==> src/rtl/alu_pkg.sv <==
`default_nettype none
// ============================================================================
// Module      : alu_pkg
// Description : Shared types and constants for the 16-bit execute-stage ALU:
//               data width, operation encoding and flag bit positions.
// Revision    : 1.0 - initial release
// ============================================================================
package alu_pkg;

    // Datapath width
    localparam int ALU_W = 16;

    // Operation select encoding
    typedef enum logic [1:0] {
        ADD = 2'b00,
        SUB = 2'b01,
        AND = 2'b10,
        OR  = 2'b11
    } alu_op_t;

    // Bit positions inside the {N, Z, C, V, E} flag vector
    localparam int FLAG_N = 4;
    localparam int FLAG_Z = 3;
    localparam int FLAG_C = 2;
    localparam int FLAG_V = 1;
    localparam int FLAG_E = 0;

endpackage : alu_pkg
`default_nettype wire

==> src/rtl/alu_adder.sv <==
`default_nettype none
// ============================================================================
// Module      : alu_adder
// Description : ALU_W-bit adder with carry-in and carry-out. Shared by ADD
//               (cin = 0, B) and SUB (cin = 1, ~B).
// Revision    : 1.0 - initial release
// ============================================================================
module alu_adder
    import alu_pkg::*;
(
    input  logic [ALU_W-1:0] i_a,
    input  logic [ALU_W-1:0] i_b,
    input  logic             i_cin,
    output logic [ALU_W-1:0] o_sum,
    output logic             o_cout
);

    // One extra bit captures the carry out of the MSB
    logic [ALU_W:0] w_full;

    assign w_full = {1'b0, i_a} + {1'b0, i_b} + {{ALU_W{1'b0}}, i_cin};
    assign o_sum  = w_full[ALU_W-1:0];
    assign o_cout = w_full[ALU_W];

endmodule : alu_adder
`default_nettype wire

==> src/rtl/alu.sv <==
`default_nettype none
// ============================================================================
// Module      : alu
// Description : 16-bit two-operand ALU (ADD, SUB, AND, OR) with registered
//               result and registered {N, Z, C, V, E} status flags.
//               One-cycle latency, one operation per cycle.
// Revision    : 1.0 - initial release
// ============================================================================
module alu
    import alu_pkg::*;
(
    input  logic             clk,
    input  logic             rst_n,
    input  logic [ALU_W-1:0] A,
    input  logic [ALU_W-1:0] B,
    input  logic [1:0]       ALUControl,
    output logic [4:0]       Flags,
    output logic [ALU_W-1:0] Res
);

    alu_op_t          w_op;
    logic             w_is_sub;
    logic [ALU_W-1:0] w_add_b;
    logic [ALU_W-1:0] w_sum;
    logic             w_cout;
    logic [ALU_W-1:0] w_res_d;
    logic [4:0]       w_flags_d;
    logic [ALU_W-1:0] r_res_q;
    logic [4:0]       r_flags_q;

    assign w_op     = alu_op_t'(ALUControl);
    assign w_is_sub = (w_op == SUB);

    // Operand mux: subtraction reuses the adder as A + ~B + 1
    assign w_add_b = w_is_sub ? ~B : B;

    alu_adder u_adder (
        .i_a    (A),
        .i_b    (w_add_b),
        .i_cin  (w_is_sub),
        .o_sum  (w_sum),
        .o_cout (w_cout)
    );

    // Result mux, logic unit and flag generation for the next register value
    always_comb begin
        w_res_d   = '0;
        w_flags_d = '0;
        case (w_op)
            ADD, SUB: w_res_d = w_sum;
            AND:      w_res_d = A & B;
            OR:       w_res_d = A | B;
            default:  w_res_d = '0;
        endcase

        w_flags_d[FLAG_N] = w_res_d[ALU_W-1];
        w_flags_d[FLAG_Z] = (w_res_d == '0);
        w_flags_d[FLAG_E] = (A == B);

        // Carry and overflow only mean something for arithmetic ops. After
        // the operand mux both cases reduce to "same-signed adder inputs,
        // differently-signed sum".
        if (w_op == ADD || w_op == SUB) begin
            w_flags_d[FLAG_C] = w_cout;
            w_flags_d[FLAG_V] = (A[ALU_W-1] == w_add_b[ALU_W-1]) &&
                                (w_sum[ALU_W-1] != A[ALU_W-1]);
        end
    end

    // Output register; reset clears everything, including Z
    always_ff @(posedge clk or negedge rst_n) begin
        if (!rst_n) begin
            r_res_q   <= '0;
            r_flags_q <= '0;
        end else begin
            r_res_q   <= w_res_d;
            r_flags_q <= w_flags_d;
        end
    end

    assign Res   = r_res_q;
    assign Flags = r_flags_q;

endmodule : alu
`default_nettype wire

==> config.mk <==
export PLATFORM = sky130hd
export DESIGN_NAME = alu
export DESIGN_NICKNAME = d
export VERILOG_FILES = /design/src/rtl/alu_pkg.sv /design/src/rtl/alu_adder.sv /design/src/rtl/alu.sv
export SDC_FILE = /design/constraint.sdc
export NUM_CORES = 1
export LEC_CHECK = 0
export ABC_AREA = 0
export BUFFER_PORTS_ARGS = -buffer_cell sky130_fd_sc_hd__buf_4
export CORE_MARGIN = 3
export CORE_UTILIZATION = 50
export CTS_BUF_LIST = sky130_fd_sc_hd__clkbuf_16
export DETAILED_ROUTE_END_ITERATION = 10
export HOLD_SLACK_MARGIN = 0.05
export MAX_ROUTING_LAYER = met4
export PLACE_DENSITY = 0.74
export SLEW_MARGIN = 20
export SYNTH_ARGS = -nofsm -noshare
export SYNTH_HDL_FRONTEND = slang
export SYNTH_HIERARCHICAL = 1
export SYNTH_SLANG_ARGS = --single-unit
==> constraint.sdc <==
create_clock -name clk -period 1.4 [get_ports clk]
set_input_delay 0.14 -clock clk [delete_from_list [all_inputs] [get_ports clk]]
set_output_delay 0.14 -clock clk [all_outputs]
set_load 0.02 [all_outputs]
==> metrics.md, run 1 <==
| Metric | Value |
|---|---|
| Status | `complete, but fails checks` |
| Failing checks | `setup timing` |
| Post-Syn Instances | `281` |
| EDFF count, synth | `0` |
| Core Rows | `24` |
| Clock power frac | `17.5%` |
| Critical path endpoint category | `register` |
| Critical path required time | `1.57 ns` |
| Seq pwr share | `21.1%` |
| Worst path max stage delay | `0.41 ns` |
| Pwr/cell area | `between 800 and 900 nW/um^2` |
| Vias | `approximately 2.6k` |
| Hold Fails Final Rpt | `0` |
| Post-DP Area | `3545 um^2` |
| Synth warn | `6` |
| Pin count of the biggest net entering global routing | `35` |
| Root buf cell | `clkbuf_16` |
| Top cells by count, synth | `ha_1 (47), inv_1 (34), nand2_1 (22)` |
| Vias in the first global route | `about 2.6k` |
| Wirelength per Cell | `roughly 18 um` |
| Setup-failing EPs final | `18` |
| Syn Std Cell Area | `~2400 um^2` |
| TritonRoute pass-1 iters | `4` |
| First-pass GRT wire length | `12.21 mm` |
| Synth cell types | `46` |
| Syn_nets | `366` |
| Leading cell type by number of instances after synthesis | `ha_1` |
| Period utilization | `219.3%` |
| CP arrival | `3.25 ns` |
| Maximum clock frequency | `approximately 330 MHz` |
| Worst slew margin | `71.42%` |
| Initial antenna violation count | `0` |
| I/O pins | `57` |
| DR iter-0 viols | `189` |
| # port buffers | `56` |
| Fin Setup TNS | `-18.71 ns` |
| Worst-path maximum fanout | `4` |
| CTS buffer count | `3` |
| H-tree Lvls | `1` |
| Slew @ Worst Pin | `0.4248 ns` |
| Post-synth ARST share | `100.0%` |
| Switch Pwr | `1.242 mW` |
| Drt drc | `0` |
| RSZ-0062 raised after global routing | `yes` |
| CP dominant cell by count | `fa_2` |
| Total GRT Usage | `26.74%` |
| Final setup margin | `-1.671 ns` |
| Max Root-Sink Buffers | `2` |
| DP Wirelength | `5.181 mm` |
| CP Class | `primary input to register` |
| Vias per cell | `between 5 and 6` |
| GPL Wtd Cong | `0.8974` |
| Initial Util | `54.00%` |
| Antenna Nets Post-Route | `0` |
| Leak | `2.015 nW` |
| CP max stage cell | `fa_2` |
| Syn_area_per_cell | `slightly below 9 um^2` |
| Critical path buffers and inverters | `1` |
| Die width | `75.98 um` |
| Clock tree from TritonCTS | `yes` |
| Top_reg_cell synth | `dfrtp_1` |
| MaxCap Viol Count | `0` |
| Worst path top cell family by delay | `simple AND/OR/NAND/NOR gates` |
| Antenna diode count | `0` |
| Top-area cell type share of the netlist area | `~24%` |
| P&R area growth vs syn | `61.57%` |
| Final net count | `503` |
| Pwr Total | `3.326 mW` |
| Core box area | `4534 um^2` |
| Fin crit period | `~3.1 ns` |
| Biggest area consumer among synthesized cells | `ha_1` |
| Critical path cell sequence | `buf_8 -> nand2b_4 -> xnor2_4 -> fa_2 -> fa_2 -> a21o_4 -> a311oi_4 -> nor3_2 -> or2_4 -> xor2_1 -> nor2b_2 -> a31o_1 -> nor4_2 -> and4_1` |
| CP Launch Type | `primary input` |
| Clk sinks | `20` |
| Die height | `75.98 um` |
| Hold Path Class | `primary input to async pin` |
| Share of cells above drive strength 1 | `45.08%` |
| Switching share of total power | `~37%` |
| Clock slew at reported path FFs | `0.05 ns` |
| Die area | `5773 um^2` |
| Seq/Total Area, Yosys | `20.44%` |
| Seq cells post-synth | `20` |
| Gr ovfl total | `0` |
| Leading post-synthesis cells by cell area | `ha_1 (24%), dfrtp_1 (20%), xnor2_1 (7.2%)` |
| Comb power frac | `61.4%` |
| Worst ir drop on vdd | `506.1 uV` |
| Pins over their slew limit | `0` |
| Fin area | `3956 um^2` |
| P_int | `2.084 mW` |
| Post-Route WL | `8.590 mm` |
-- cell families (layout without fill, tap and decap cells) --
group	count (synthesis)	after routing	share of synthesized area, %
adder cells (fa/ha/maj)	49	49	25.65
XOR/XNOR	29	29	10.37
flip-flops	20	20	20.44
AO/OA/AOI/OAI	53	53	15.89
buffers and inverters	45	181	8.380
AND/OR/NAND/NOR	85	85	19.26
-- stage by stage --
stage / setup WS (ns) / hold slack [ns] / util (%) / std cells
3_3_place_gp: -1.678 / 0.02021 / 78.17 / 465
2_1_floorplan: -1.524 / -0.1556 / - / 281
3_5_place_dp: -1.742 / 0.01959 / 78.17 / 465
5_1_grt: -1.697 / 0.3419 / 87.25 / 482
6_report: -1.671 / 0.3181 / 87.25 / 482
4_1_cts: -1.474 / 0.2881 / 83.42 / 477
-- per-layer routing --
metal | GRT usage, % | part of all wire (%) | up-vias
li1 | - | - | 1225
met1 | 32.08 | 38 | 1247
met2 | 46.99 | 51 | 131
met3 | 2.955 | 6.3 | 42
met4 | 8.696 | 4.5 | 0
met5 | - | 0 | -
-- layout by cell type, fill, tap and decap left out, drive strengths merged, types with 3 or more instances in the layout --
cell    count
buf       141
nor2b      12
or2        14
o21ai       5
nor4        8
dfrtp      20
ha         47
clkbuf      3
inv        34
a31oi       7
nand3       3
nand2b      7
a21oi      11
nor2        6
xnor2      20
xor2        9
nand2      22
a21o        5
a31o       12
o21bai      3
-- sequential cells by signal (all words and copies together) (netlist names) --
signal	cells
Res	15
Flags	5
-- worst paths after layout --
check                      cells past startpoint  slack, ns           from        to
worst max-delay path                          14      -1.67  ALUControl[1]  Flags[3]
worst min-delay path                           2       0.32          rst_n  Flags[0]
max in group asynchronous                      2       0.88          rst_n  Flags[2]
min in group clk                               4       0.32          A[15]  Flags[1]
-- final cells by class --
class,count,area (um^2)
well taps,65,81.33
flip-flops and latches,20,500.5
inverters,34,127.6
repair buffers,143,1129
clock buffers,3,75.07
fillers,219,578.1
multi-input cells,216,2039
clock inverters,1,3.754
-- power by group through the flow --
stage | Sequential, mW | Clock [mW] | Combinational (mW)
4_1_cts | 0.697 | 0.566 | 1.81
6_report | 0.700 | 0.583 | 2.04
3_5_place_dp | 0.705 | 0 | 1.71
5_1_grt | 0.710 | 0.608 | 2.16
3_3_place_gp | 0.704 | 0 | 1.67
2_1_floorplan | 0.826 | 0 | 0.864
-- what timing repair did --
| action | 4_1_cts | 5_1_grt |
|---|---|---|
| hold buffers | 1 | 0 |
| setup endpoints to repair | 18 | 18 |
| pin swaps | 5 | 2 |
| buffers inserted | 6 | 5 |
| gates cloned | 1 | 0 |
| hold endpoints to repair | 20 | 0 |
| gates resized for setup | 15 | 22 |
(Power assumes the default switching activity.)
==> inputs of run 2 (changes only) <==
CORE_ASPECT_RATIO = 1.2   (was default)
==> metrics.md, run 2 (synthesis results as in run 1) <==
| Metric | Value |
|---|---|
| Status | `complete, but fails checks (unchanged)` |
| Failing checks | `setup timing (unchanged)` |
| TritonRoute pass-1 iters | `4 (unchanged)` |
| Initial antenna violation count | `0 (unchanged)` |
| Final setup margin | `-1.419 ns (was -1.671 ns)` |
| Gr ovfl total | `0 (unchanged)` |
| Pin count of the biggest net entering global routing | `35 (unchanged)` |
| Core box area | `4662 um^2 (was 4534 um^2)` |
| Critical path required time | `1.53 ns (was 1.57 ns)` |
| Share of cells above drive strength 1 | `43.03% (was 45.08%)` |
| Clock tree from TritonCTS | `yes (unchanged)` |
| Antenna diode count | `0 (unchanged)` |
| Switch Pwr | `1.150 mW (was 1.242 mW)` |
| Drt drc | `0 (unchanged)` |
| Layout filler cell count | `297 (was 219)` |
| GPL Wtd Cong | `0.8506 (was 0.8974)` |
| # port buffers | `56 (unchanged)` |
| Die height | `82.66 um (was 75.98 um)` |
| Dpl ws | `-1.737 ns (was -1.742 ns)` |
| CP Launch Type | `primary input (unchanged)` |
| Hold Path Class | `primary input to async pin (unchanged)` |
| Maximum clock frequency | `354.7 MHz (was 325.7 MHz)` |
| Worst-path maximum fanout | `4 (unchanged)` |
| Total GRT Usage | `25.50% (was 26.74%)` |
| Hold Fails Final Rpt | `0 (unchanged)` |
| Pins over their slew limit | `0 (unchanged)` |
| CP Launch Point | `ALUControl[1] (unchanged)` |
| DP Wirelength | `5.476 mm (was 5.181 mm)` |
| CP arrival | `2.95 ns (was 3.25 ns)` |
| Wirelength per Cell | `15.11 um (was 17.82 um)` |
| Post-Route WL | `7.160 mm (was 8.590 mm)` |
| Clock power frac | `18.4% (was 17.5%)` |
| Vias per cell | `5.401 (was 5.488)` |
| Max reg flops | `15 (unchanged)` |
| Critical path endpoint category | `register (unchanged)` |
| Clock slew at reported path FFs | `0.05 ns (about the same)` |
| MaxCap Viol Count | `0 (unchanged)` |
| First-pass GRT wire length | `11.61 mm (was 12.21 mm)` |
| Clk sinks | `20 (unchanged)` |
| Switching share of total power | `36.23% (was 37.35%)` |
| Leak | `1.976 nW (was 2.015 nW)` |
| DR iter-0 viols | `178 (was 189)` |
| Slew @ Worst Pin | `0.4074 ns (was 0.4248 ns)` |
| Initial Util | `52.52% (was 54.00%)` |
| Die width | `69.88 um (was 75.98 um)` |
| Antenna Nets Post-Route | `0 (unchanged)` |
| Fin util | `81.37% (was 87.25%)` |
| P_int | `2.024 mW (was 2.084 mW)` |
| Final net count | `502 (was 503)` |
| Most common cell after layout, fill and taps aside | `buf_4 (unchanged)` |
| Commonest non-fill, non-tap cells in the layout | `buf_4 (139), ha_1 (47), inv_1 (33), nand2_1 (21), dfrtp_1 (20) (was buf_4 (137), ha_1 (41), inv_1 (33), dfrtp_1 (20), nand2_1 (18))` |
| Setup-failing EPs final | `18 (unchanged)` |
| P&R area growth vs syn | `54.93% (was 61.57%)` |
| CTS buffer count | `3 (unchanged)` |
| Seq pwr share | `22.0% (was 21.1%)` |
| I/O pins | `57 (unchanged)` |
| Vias | `2560 (was 2645)` |
| Pwr/cell area | `836.6 nW/um^2 (was 840.7 nW/um^2)` |
| RSZ-0062 raised after global routing | `yes (unchanged)` |
| Core Rows | `27 (was 24)` |
| Period utilization | `201.4% (was 219.3%)` |
| Vias in the first global route | `2588 (was 2554)` |
| Root buf cell | `clkbuf_16 (unchanged)` |
| H-tree Lvls | `1 (unchanged)` |
| Max Root-Sink Buffers | `2 (unchanged)` |
| CP Class | `primary input to register (unchanged)` |
| Worst ir drop on vdd | `343.4 uV (was 506.1 uV)` |
| Die area | `5776 um^2 (was 5773 um^2)` |
| Comb power frac | `59.6% (was 61.4%)` |
| Fin crit period | `2.819 ns (was 3.071 ns)` |
| Worst slew margin | `72.59% (was 71.42%)` |
-- run 2: metrics by stage --
step	TNS, ns	instances	hold WS (ns)	power (mW)	area (um^2)
after global placement	-21.26	462	0.01837	2.399	3566
final	-16.45	474	0.2988	3.174	3794
after CTS	-15.74	470	0.2723	3.089	3724
after global routing	-18.22	474	0.3203	3.359	3794
after detailed placement	-22.00	462	0.02654	2.452	3566
after floorplan	-15.01	281	-0.1556	1.690	2589
-- run 2: area by class of cell --
class / instances / area [um^2] / share of cell area, %
Timing Repair Buffer: 142 / 1076 / 28.36
Multi-Input combinational cell: 216 / 1938 / 51.09
Clock inverter: 1 / 3.754 / 0.09894
Tap cell: 58 / 72.57 / 1.913
Clock buffer: 3 / 75.07 / 1.979
Inverter: 34 / 127.6 / 3.364
Sequential cell: 20 / 500.5 / 13.19
-- run 2: path summary, 6_finish.rpt --
kind                       slack (ns)       end
min                              0.30    Res[9]
max in group asynchronous        0.90  Flags[1]
min in group clk                 0.34  Flags[1]
max                             -1.42  Flags[3]
-- run 2: per-layer routing --
layer,track usage [%],part of all wire [%]
met1,28.04,40
met2,48.39,54
met3,2.179,4.2
met4,9.387,2.5
met5,-,0
-- run 2: power groups by stage --
stage | Sequential [mW] | Combinational, mW | Clock (mW)
5_1_grt | 0.706 | 2.04 | 0.609
6_report | 0.698 | 1.89 | 0.584
2_1_floorplan | 0.826 | 0.864 | 0
4_1_cts | 0.700 | 1.81 | 0.582
3_5_place_dp | 0.708 | 1.74 | 0
3_3_place_gp | 0.703 | 1.70 | 0
-- run 2: critical path: stages --
cell and delay, ns:
buf_6 0.10, nand2b_4 0.17, xnor2_4 0.13, fa_2 0.35, fa_2 0.36, a21o_4 0.22
a311oi_4 0.24, nor3_2 0.09, or2_4 0.25, a221oi_2 0.25, nor2b_2 0.18, a31o_1 0.20
nor4_2 0.06, and4_1 0.19
-- run 2: repair_timing --
item                                    CTS  global route
endpoints found under the hold margin    20             0
hold buffers                              1             0
setup buffers                             4             6
endpoints found under the setup margin   18            18
gates resized for setup                   8             8
pin swaps                                11            10
